===== src/rtl/uart_frame_pkg.sv =====
// uart_frame_pkg: shared FSM types, default framing bytes and divisor helper
// for the UART frame receiver. UART_FRAME_XSUM_EN adds the P_XSUM state.
package uart_frame_pkg;

   typedef enum logic [1:0] {
      B_IDLE,
      B_START,
      B_DATA,
      B_STOP
   } byte_fsm_t;

`ifdef UART_FRAME_XSUM_EN
   typedef enum logic [2:0] {
      P_IDLE,
      P_CMD,
      P_DATA,
      P_XSUM,
      P_ETX
   } parse_fsm_t;
`else
   typedef enum logic [2:0] {
      P_IDLE,
      P_CMD,
      P_DATA,
      P_ETX
   } parse_fsm_t;
`endif

   localparam logic [7:0] STX_DEFAULT = 8'h02;
   localparam logic [7:0] ETX_DEFAULT = 8'h03;

   // Oversample divisor, floored, never below 1.
   function automatic int calc_div(input int clk_hz, input int baud);
      int d;
      d = clk_hz / (baud * 16);
      return (d < 1) ? 1 : d;
   endfunction

endpackage


===== src/rtl/uart_byte_rx.sv =====
// uart_byte_rx: 2-flop rx synchroniser, 16x tick generator and 8N1 byte FSM.
// Ports: clk, rst (async active-low), rx in; data, byte_done, frame_bad out.
module uart_byte_rx
   import uart_frame_pkg::*;
#(
   parameter int DIV = 27
)(
   input  logic       clk,
   input  logic       rst,
   input  logic       rx,
   output logic [7:0] data,
   output logic       byte_done,
   output logic       frame_bad
);

   localparam int            CW       = (DIV > 1) ? $clog2(DIV) : 1;
   localparam logic [CW-1:0] DIV_LAST = CW'(DIV - 1);

   logic          rx_s1_q;
   logic          rx_s2_q;
   logic          rx_s3_q;
   logic [CW-1:0] div_q, div_d;
   byte_fsm_t     st_q, st_d;
   logic [3:0]    tck_q, tck_d;
   logic [2:0]    bit_q, bit_d;
   logic [7:0]    sh_q, sh_d;
   logic          done_q, done_d;
   logic          bad_q, bad_d;
   logic          tick;
   logic          fall;

   assign tick = (div_q == DIV_LAST);
   // rx_s3_q is the previous synchronised sample, used only for edge detect.
   assign fall = rx_s3_q & ~rx_s2_q;

   always_comb begin
      st_d   = st_q;
      div_d  = tick ? '0 : div_q + 1'b1;
      tck_d  = tck_q;
      bit_d  = bit_q;
      sh_d   = sh_q;
      done_d = 1'b0;
      bad_d  = 1'b0;
      case (st_q)
         B_IDLE: begin
            if (fall) begin
               st_d  = B_START;
               div_d = '0;
               tck_d = '0;
            end
         end
         B_START: begin
            if (tick) begin
               tck_d = tck_q + 4'd1;
               // Mid start bit: a high line means the edge was a glitch.
               if (tck_q == 4'd7) begin
                  tck_d = '0;
                  bit_d = '0;
                  st_d  = rx_s2_q ? B_IDLE : B_DATA;
               end
            end
         end
         B_DATA: begin
            if (tick) begin
               tck_d = tck_q + 4'd1;
               if (tck_q == 4'd15) begin
                  sh_d  = {rx_s2_q, sh_q[7:1]};
                  bit_d = bit_q + 3'd1;
                  if (bit_q == 3'd7) begin
                     st_d = B_STOP;
                  end
               end
            end
         end
         B_STOP: begin
            if (tick) begin
               tck_d = tck_q + 4'd1;
               if (tck_q == 4'd15) begin
                  done_d = rx_s2_q;
                  bad_d  = ~rx_s2_q;
                  st_d   = B_IDLE;
               end
            end
         end
         default: st_d = B_IDLE;
      endcase
   end

   always_ff @(posedge clk or negedge rst) begin
      if (!rst) begin
         rx_s1_q <= 1'b1;
         rx_s2_q <= 1'b1;
         rx_s3_q <= 1'b1;
         div_q   <= '0;
         st_q    <= B_IDLE;
         tck_q   <= '0;
         bit_q   <= '0;
         sh_q    <= '0;
         done_q  <= 1'b0;
         bad_q   <= 1'b0;
      end else begin
         rx_s1_q <= rx;
         rx_s2_q <= rx_s1_q;
         rx_s3_q <= rx_s2_q;
         div_q   <= div_d;
         st_q    <= st_d;
         tck_q   <= tck_d;
         bit_q   <= bit_d;
         sh_q    <= sh_d;
         done_q  <= done_d;
         bad_q   <= bad_d;
      end
   end

   assign data      = sh_q;
   assign byte_done = done_q;
   assign frame_bad = bad_q;

endmodule


===== src/rtl/uart_frame_rx.sv =====
// uart_frame_rx: STX/CMD/payload/ETX frame parser over a 16x UART byte
// receiver, with atomic commit, inter-byte timeout and a registered byte
// select. Ports: clk, rst (async active-low), rx, sel in; cmd, payload,
// byte_out, frame_valid, frame_err, busy out.
// Optional checksum byte before ETX: define UART_FRAME_XSUM_EN.
module uart_frame_rx
   import uart_frame_pkg::*;
#(
   parameter int         CLK_HZ        = 50000000,
   parameter int         BAUD          = 115200,
   parameter int         PAYLOAD_BYTES = 4,
   parameter logic [7:0] STX           = STX_DEFAULT,
   parameter logic [7:0] ETX           = ETX_DEFAULT,
   parameter int         TIMEOUT_BITS  = 20,
   localparam int        SEL_W         =
      (PAYLOAD_BYTES > 1) ? $clog2(PAYLOAD_BYTES) : 1
)(
   input  logic                       clk,
   input  logic                       rst,
   input  logic                       rx,
   input  logic [SEL_W-1:0]           sel,
   output logic [7:0]                 cmd,
   output logic [8*PAYLOAD_BYTES-1:0] payload,
   output logic [7:0]                 byte_out,
   output logic                       frame_valid,
   output logic                       frame_err,
   output logic                       busy
);

   localparam int               DIV      = calc_div(CLK_HZ, BAUD);
   localparam int               PW       = 8 * PAYLOAD_BYTES;
   // The timer counts clocks; TIMEOUT_BITS*16 ticks of DIV clocks each.
   localparam int               TO_CLKS  = TIMEOUT_BITS * 16 * DIV;
   localparam int               TO_W     = $clog2(TO_CLKS + 1);
   localparam logic [TO_W-1:0]  TO_LAST  = TO_W'(TO_CLKS - 1);
   localparam logic [SEL_W-1:0] IDX_LAST = SEL_W'(PAYLOAD_BYTES - 1);

   logic [7:0] b_data;
   logic       b_done;
   logic       b_bad;

   uart_byte_rx #(
      .DIV (DIV)
   ) u_byte (
      .clk       (clk),
      .rst       (rst),
      .rx        (rx),
      .data      (b_data),
      .byte_done (b_done),
      .frame_bad (b_bad)
   );

   parse_fsm_t       st_q, st_d;
   logic [SEL_W-1:0] idx_q, idx_d;
   logic [TO_W-1:0]  to_q, to_d;
   logic [7:0]       cmd_sh_q, cmd_sh_d;
   logic [PW-1:0]    pay_sh_q, pay_sh_d;
   logic [7:0]       cmd_q, cmd_d;
   logic [PW-1:0]    pay_q, pay_d;
   logic             fv_q, fv_d;
   logic             fe_q, fe_d;
   logic [7:0]       bo_q, bo_d;
   logic             busy_w;
   logic             timeout;
`ifdef UART_FRAME_XSUM_EN
   logic [7:0]       xs_q, xs_d;
`endif

   assign busy_w  = (st_q != P_IDLE);
   assign timeout = busy_w && (to_q == TO_LAST);

   always_comb begin
      st_d     = st_q;
      idx_d    = idx_q;
      cmd_sh_d = cmd_sh_q;
      pay_sh_d = pay_sh_q;
      cmd_d    = cmd_q;
      pay_d    = pay_q;
      fv_d     = 1'b0;
      fe_d     = 1'b0;
`ifdef UART_FRAME_XSUM_EN
      xs_d     = xs_q;
`endif
      // Timer reloads on every byte, so byte_done beats a same-cycle expiry.
      if (!busy_w || b_done) begin
         to_d = '0;
      end else if (!timeout) begin
         to_d = to_q + 1'b1;
      end else begin
         to_d = to_q;
      end

      if (b_done) begin
         case (st_q)
            P_IDLE: begin
               if (b_data == STX) begin
                  st_d = P_CMD;
               end
            end
            P_CMD: begin
               cmd_sh_d = b_data;
               idx_d    = '0;
               st_d     = P_DATA;
`ifdef UART_FRAME_XSUM_EN
               xs_d     = b_data;
`endif
            end
            P_DATA: begin
               pay_sh_d[int'(idx_q)*8 +: 8] = b_data;
`ifdef UART_FRAME_XSUM_EN
               xs_d = xs_q ^ b_data;
`endif
               if (idx_q == IDX_LAST) begin
`ifdef UART_FRAME_XSUM_EN
                  st_d = P_XSUM;
`else
                  st_d = P_ETX;
`endif
               end else begin
                  idx_d = idx_q + 1'b1;
               end
            end
`ifdef UART_FRAME_XSUM_EN
            P_XSUM: begin
               if (b_data == xs_q) begin
                  st_d = P_ETX;
               end else begin
                  fe_d = 1'b1;
                  st_d = P_IDLE;
               end
            end
`endif
            P_ETX: begin
               if (b_data == ETX) begin
                  cmd_d = cmd_sh_q;
                  pay_d = pay_sh_q;
                  fv_d  = 1'b1;
               end else begin
                  fe_d  = 1'b1;
               end
               st_d = P_IDLE;
            end
            default: st_d = P_IDLE;
         endcase
      end else if (busy_w && (b_bad || timeout)) begin
         fe_d = 1'b1;
         st_d = P_IDLE;
      end
   end

   // Out-of-range selects fall through to zero.
   always_comb begin
      bo_d = '0;
      for (int i = 0; i < PAYLOAD_BYTES; i++) begin
         if (int'(sel) == i) begin
            bo_d = pay_q[i*8 +: 8];
         end
      end
   end

   always_ff @(posedge clk or negedge rst) begin
      if (!rst) begin
         st_q     <= P_IDLE;
         idx_q    <= '0;
         to_q     <= '0;
         cmd_sh_q <= '0;
         pay_sh_q <= '0;
         cmd_q    <= '0;
         pay_q    <= '0;
         fv_q     <= 1'b0;
         fe_q     <= 1'b0;
         bo_q     <= '0;
`ifdef UART_FRAME_XSUM_EN
         xs_q     <= '0;
`endif
      end else begin
         st_q     <= st_d;
         idx_q    <= idx_d;
         to_q     <= to_d;
         cmd_sh_q <= cmd_sh_d;
         pay_sh_q <= pay_sh_d;
         cmd_q    <= cmd_d;
         pay_q    <= pay_d;
         fv_q     <= fv_d;
         fe_q     <= fe_d;
         bo_q     <= bo_d;
`ifdef UART_FRAME_XSUM_EN
         xs_q     <= xs_d;
`endif
      end
   end

   assign cmd         = cmd_q;
   assign payload     = pay_q;
   assign byte_out    = bo_q;
   assign frame_valid = fv_q;
   assign frame_err   = fe_q;
   assign busy        = busy_w;

endmodule


===== config.mk =====
export PLATFORM = sky130hd
export DESIGN_NAME = uart_frame_rx
export DESIGN_NICKNAME = d
export VERILOG_FILES = /design/src/rtl/uart_frame_pkg.sv /design/src/rtl/uart_byte_rx.sv /design/src/rtl/uart_frame_rx.sv
export SDC_FILE = /design/constraint.sdc
export NUM_CORES = 1
export LEC_CHECK = 0
export ABC_AREA = 1
export CAP_MARGIN = 25
export CORE_ASPECT_RATIO = 0.6
export CORE_MARGIN = 1
export CORE_UTILIZATION = 50
export CTS_BUF_LIST = sky130_fd_sc_hd__clkbuf_4 sky130_fd_sc_hd__clkbuf_8
export DETAILED_ROUTE_END_ITERATION = 8
export PLACE_DENSITY = 0.73
export SLEW_MARGIN = 20
export SYNTH_ARGS = -nofsm -noshare
export SYNTH_HDL_FRONTEND = slang
export SYNTH_SLANG_ARGS = --single-unit

===== constraint.sdc =====
create_clock -name clk -period 4.3 [get_ports clk]
set_input_delay 0.645 -clock clk [delete_from_list [all_inputs] [get_ports clk]]
set_output_delay 0.645 -clock clk [all_outputs]
set_load 0.1 [all_outputs]

==> results.txt, run 1 <==
- Most used cell, CP: sky130_fd_sc_hd__inv_1
- Setup total negative slack on the finished layout was measured at 0 ps.
* Y dimension of the die: around 87 microns
- The first detailed-routing pass ran for 5 iterations.
- In this run the critical register-to-register path is launched from idx_q[0].
* CTS resizes: 0
- Final routed wire length divided by cell count: 15.5 microns
* Worst Tran Pin Value: ~1000 ps
- The worst-case IR drop observed on VDD is 0.311 mV.
- Family of cells with the greatest summed delay on the critical path: buffers and inverters
- TritonCTS clock tree: built
* Floorplan row count: 30
- The total overflow left after global routing is 0.
- Setup repair after global routing left no endpoint under its margin.
- Number of hold violations in the final report: 0
- The cell count after synthesis came out at 686.
- Clock buffers created by TritonCTS: 17
* Critical Path Fanout Max: 4
- For this run, design rule violations remaining after detail routing come to 0.
- The Yosys step of the flow raised 0 warnings.
- Post-synthesis net count: around 700
- The number of different library cells used by synthesis comes to 33.
- The tool flagged a number of max-cap violations equal to 0.
* ANT nets after route: 0
- Area after detailed placement: 6730 sq um
* Fraction of registers with async set or reset after synthesis: 1.00
- The region available for standard cell placement spans about 12,000 sq um.
* Worst path bufs/invs: 3
- Proportion of netlist area held by the largest area contributor: 0.547
- Detailed Place HPWL: 10.4 mm
- In this run the cell area of the synthesized design comes to 6040 sq um.
* Cell Chain, Critical Path: inv_1, ha_1, inv_1, clkdlybuf4s50_1
- Starting density of the core: 0.524
* Worst-skew pair later-pin latency: 430 ps
- For the final database, setup skew stands at about 12 ps.
- Crit path launch type: flip-flop
- Derived from the worst setup path, the maximum achievable clock frequency is 0.334 GHz.
- Clock tree synthesis selected as its root buffer the cell sky130_fd_sc_hd__clkbuf_8.
- Via density per instance: 5.39
- Top Ports: between 50 and 60
- Final Max Tran Viols: 0
- The flow ran to the end, and the final reports show no timing, DRC or antenna violations.
* Element type at the critical path end: output pin
- Post-layout min period: approximately 3000 ps
- Of the cells placed in the final design, the portion with a size suffix greater than 1 is 0.0635.
- Routability-driven placement finished with a final weighted congestion of 0.889.
- Number of antenna violations at the first check in global routing: 0
- The clock drives 135 sinks.
- Cell types occupying the most area after synthesis: sky130_fd_sc_hd__dfrtp_1 (55%), sky130_fd_sc_hd__nand2_1 (10%), sky130_fd_sc_hd__o21ai_0 (8.0%)
* Fin area: 7190 sq um
* Number of buffers inserted by post-CTS setup repair: 0
- First-pass GRT wire length: around 23 mm
- Clock-pin slew was measured on the worst setup and hold paths at 80 ps.
* Worst-path cell with the longest stage delay: sky130_fd_sc_hd__clkdlybuf4s50_1
- Counting the fill cells in the layout gives 987.
* Share of the core filled with cells: 0.624
* Critical Path Max Stage Delay: 1120 ps
- Antenna cells: 0
- Once placement completed, the tool counted placed cells totaling about 890.
* Cell depth of the worst flop-to-flop path: 6
- GRT Util Overall: 0.244
* Arrival time of data at the critical path endpoint: 2350 ps
- The share of the Yosys chip area taken by registers is 0.560.
- The H-tree was split into 4 levels.
- Number of flops mapped to enable cells by yosys: 0
* Count of buffers from port buffering: between 50 and 60
* Floorplan die width: 144 microns
* Floorplan die area: 12,500 sq um
* Cell area power density: 400 nW/um^2
* Final number of setup-violating endpoints: 0
- Worst hold margin: roughly 310 ps
* Portion of the clock cycle consumed by the worst path in the final layout: 0.695
* Classification of the worst-slack hold path: in -> async
* Leak: 3.44 nW
* CP Class: reg -> out
- The routed design has approximately 14 mm of wire.
- Tightest slew margin relative to the limit: 0.325
- Pin count of the biggest net entering global routing: 116
* Vias after detailed routing: 4,941
* Yosys reg bits: ~140
- For the worst setup path, the data required time is 3650 ps.
- Across all register-to-register paths, the minimum setup slack is 1840 ps.
- Most frequent cells after synthesis: sky130_fd_sc_hd__nand2_1 (167), sky130_fd_sc_hd__dfrtp_1 (132), sky130_fd_sc_hd__o21ai_0 (96)
- Number of global-route vias before repair: 4,460
* Dominant cell by count in the synthesized netlist: sky130_fd_sc_hd__nand2_1
* Main synth FF type: sky130_fd_sc_hd__dfrtp_1
* Final cell count without fillers: 916
- Number of hold buffers added after cts: 0
- In this run the mean area of a mapped cell was 8.81 sq um.
- The longest clock path from root to sink contains 2 buffers.
- In this run the critical register-to-register path is captured at pay_sh_q[21].
- Synthesis-to-finish area growth: 18.9%
* Nets: 770
- Summed over all instances, the cell type with the most area after synthesis is sky130_fd_sc_hd__dfrtp_1.
- Initial DRC Count: between 400 and 500
==> worst max-delay path by stage <==
stage / startpoint / end / depth (start not counted)
2_1_floorplan: idx_q[0] / pay_sh_q[16] / 9
3_3_place_gp: st_q[0] / busy / 4
3_5_place_dp: st_q[0] / busy / 4
4_1_cts: st_q[0] / busy / 4
5_1_grt: st_q[0] / busy / 4
6_report: st_q[0] / busy / 4
==> registers in the layout, summed over array words and instances (netlist names), 2 cells and up, named ones only <==
register,flops
byte_out,8
cmd,8
cmd_sh_q,8
idx_q,2
pay_sh_q,32
payload,32
st_q,2
to_q,14
u_byte.bit_q,3
u_byte.data,8
u_byte.div_q,5
u_byte.tck_q,4
==> worst register-to-register path, delay by kind of cell, from the launching register on <==
family	cells	cell delay, ps
buffers and inverters	2	470
adder cells (fa/ha/maj)	1	470
AND/OR/NAND/NOR	3	990
flip-flops	1	490
==> cell usage in the layout (no fill, tap or decap), drive strengths merged <==
cell type        n
nand2          168
buf              3
clkdlybuf4s50   54
clkinvlp         1
a31oi            1
nor3            12
nand3           31
a211oi           1
mux2i            1
o2111ai          1
a221oi           2
clkbuf          20
o211a            1
o21ai          115
dfstp            3
o22ai            8
o21a             3
xor2             3
dfrtp          132
or2              1
a22oi            1
nor2            42
o21bai           1
ha              21
a21oi           16
inv             83
a21boi           1
clkinv           5
nand4           20
bufinv           5
==> power by group <==
part	internal (mW)	switching, mW
Clock	0.719	0.492
Combinational	0.102	0.205
Sequential	1.32	0.0407
Total	2.14	0.738
==> routing by layer <==
layer / part of all wire / global-route usage / vias to the layer above
met4: 0.0075 / 0.0706 / 0
met2: 0.41 / 0.325 / 154
met5: 0 / 0 / -
li1: - / - / 2375
met1: 0.51 / 0.383 / 2402
met3: 0.075 / 0.0660 / 10
==> cell families after synthesis <==
| group | count (synthesis) | share of synthesized area |
|---|---|---|
| and+or+nand+nor | 274 | 0.192 |
| AOI/OAI and AO/OA | 151 | 0.133 |
| DFF | 135 | 0.560 |
| buffers and inverters | 101 | 0.0663 |
| adders and majority gates | 21 | 0.0435 |
| xor gates and xnor gates | 3 | 0.00435 |
| muxes | 1 | 0.00166 |
==> area by class of cell <==
type	count	area (sq um)	share of cell area
Sequential cell	135	3380	0.470
Multi-Input combinational cell	450	2260	0.315
Timing Repair Buffer	58	577	0.0802
Inverter	82	308	0.0428
Clock buffer	19	262	0.0364
Tap cell	160	200	0.0279
Clock inverter	12	199	0.0277
==> stage by stage <==
step / worst slack [ps] / power, mW
6_report: 1310 / 2.87
3_3_place_gp: 1790 / 1.66
5_1_grt: 1210 / 3.01
4_1_cts: 1270 / 2.89
3_5_place_dp: 1750 / 1.69
2_1_floorplan: 2220 / 1.59
Power figures use the tool's default switching activity.
==> run 2, diff against run 1 <==
Clock period 4.3 ns to 2.85 ns, I/O delays scaled along.
==> results.txt, run 2 (same netlist as run 1, synthesis figures left out) <==
* Outcome: complete, but fails checks
- The checks that failed: hold timing.
* First-pass iteration count of the detailed router: 5
- The floorplan step set the die height to around 87 microns.
* Top Ports: 56
- The share of total power dissipated in sequential elements is 0.500.
* Endpoint required time on the critical path: 3230 ps
* Worst Clk Skew: 12.4 ps
- Maximum clock path buffer count: 2
- GP Congestion: 0.857
* Cell area power density: 582 nW/um^2
- Number of global-route vias before repair: between 4,000 and 5,000
* Floorplan row count: 30
* Design internal power: 2.90 mW
- Leading cell types in the layout, fill and taps excluded: sky130_fd_sc_hd__nand2_1 (167), sky130_fd_sc_hd__dfrtp_1 (132), sky130_fd_sc_hd__o21ai_0 (96), sky130_fd_sc_hd__inv_1 (79), sky130_fd_sc_hd__buf_4 (59)
- The tool flagged a number of max-cap violations equal to 0.
* Post-layout min period: roughly 2200 ps
- 0 antenna diodes ended up in the layout.
- Vias after detailed routing: 4,994
* Count of H-tree levels built during CTS: 4
- The number of gates resized after CTS was 0.
- Detailed Place HPWL: 10.6 mm
- In this design, the stage delay of the slowest critical-path cell is 490 ps.
* Fraction of final layout cells sized beyond drive strength 1: 0.138
* Worst-path cell with the longest stage delay: sky130_fd_sc_hd__inv_1
* Tightest slew margin relative to the limit: 0.494
* Crit path launch type: flip-flop
- Measured in cells, the most critical reg-to-reg path has a length of 5.
* Via density per instance: 5.42
- Sw Pwr: 1.19 mW
- Dividing the final minimum period by the clock period gives 0.768.
* Top achievable clock speed: 0.457 GHz
- Summed over all layers, the routed wires come to about 14 mm.
* Placement Setup Slack: 750 ps
* Arrival time of data at the critical path endpoint: approximately 2600 ps
- The worst register-to-register path begins at idx_q[0].
- Floorplan Core Area: approximately 12,000 sq um
* Floorplan die area: around 13,000 sq um
- The worst setup path is captured at a flip-flop.
* Count of buffers from port buffering: 55
- Number of hold violations in the final report: 1
* Number of antenna violations at the first check in global routing: 0
- Global route total overflow: 0
- Worst setup path startpoint: idx_q[0]
- Setup repair after global routing missed its margin: false
- TritonCTS created 17 clock buffers.
- Family of cells with the greatest summed delay on the critical path: simple AND/OR/NAND/NOR gates
* CP Class: reg -> reg
- In the final routed layout, each cell accounts on average for roughly 16 microns.
* DR DRC count: 0
* Cell Chain, Critical Path: inv_1, ha_1, nor2_1, nand4_1, nand2_1
- CTS placed an instance of sky130_fd_sc_hd__clkbuf_8 at the clock tree root.
* Overall power of the completed layout: 4.09 mW
- Entering global routing, the biggest net connects 81 pins.
- Number of clock sinks: 135
- Most frequent standard cell in the layout excluding fill and tap cells: sky130_fd_sc_hd__nand2_1
* Classification of the worst-slack hold path: in -> async
* Destination of the worst register-to-register timing path: pay_sh_q[7]
- Portion of total power attributed to combinational logic: 0.113
- For this configuration, the core starts out at a cell density of 0.524.
* TritonCTS clock tree: built
- Worst IR Drop VDD: 0.396 mV
* Critical Path Fanout Max: 22
- Worst Tran Pin Value: 757 ps
- In this run the post-CTS setup repair buffer count came out at 0.
* Summed negative setup slack over all endpoints: 0 ps
- Floorplan die width: 144 microns
* First-pass GRT wire length: about 24 mm
- ANT nets after route: 0
- Synthesis-to-finish area growth: 16.3%
* Worst hold margin: -0.711 ps
- The worst register-to-register path has a setup slack of 660 ps.
- Nets: 775
- Leak: 3.53 nW
- The share of total power dissipated in the clock network is 0.387.
* Final worst-path setup slack: 663 ps
- Worst-path clk slew: approximately 90 ps
- Sw Share: 0.290
- In the global route stage, overall resource usage came out at 0.257.
- Setup violations remaining at the end of the flow were counted as 0.
- The number of buffers and inverters on the critical path is 1.
- Final Max Tran Viols: 0
* Initial DRC Count: 447
* Worst-skew pair later-pin latency: 440 ps
- Number of hold buffers added after cts: 0
-- run 2: area by class of cell --
class                           instances  area [sq um]
Fill cell                             977          4490
Multi-Input combinational cell        450          2260
Sequential cell                       135          3380
Inverter                               82           308
Clock inverter                         13           134
Clock buffer                           19           262
Timing Repair Buffer                   63           484
Tap cell                              160           200
-- run 2: power groups by stage --
stage	Combinational [mW]	Sequential [mW]	Clock [mW]
2_1_floorplan	0.331	2.07	0
5_1_grt	0.544	2.06	1.69
3_5_place_dp	0.462	2.08	0
6_report	0.463	2.05	1.58
3_3_place_gp	0.435	2.08	0
4_1_cts	0.463	2.05	1.60
-- run 2: through the flow --
| step | instances | util | area (sq um) |
|---|---|---|---|
| final | 922 | 0.610 | 7030 |
| after global routing | 922 | 0.610 | 7030 |
| after CTS | 922 | 0.610 | 7030 |
| after detailed placement | 890 | 0.576 | 6640 |
| after global placement | 890 | 0.576 | 6640 |
| after floorplan | 686 | - | 6040 |
-- run 2: worst max-delay path by stage --
stage	to	slack, ps	cells after the start
after detailed placement	pay_sh_q[7]	750	5
after global placement	pay_sh_q[5]	900	5
after CTS	pay_sh_q[31]	720	6
after global routing	pay_sh_q[25]	430	6
after floorplan	pay_sh_q[16]	770	9
final	pay_sh_q[7]	660	5
-- run 2: layer usage --
layer / vias to the layer above / wire (microns) / GRT usage
met2: 176 / 5830 / 0.352
met5: - / 0 / 0
met1: 2420 / 7180 / 0.383
met3: 20 / 1290 / 0.0814
li1: 2378 / - / -
met4: 0 / 180 / 0.0822
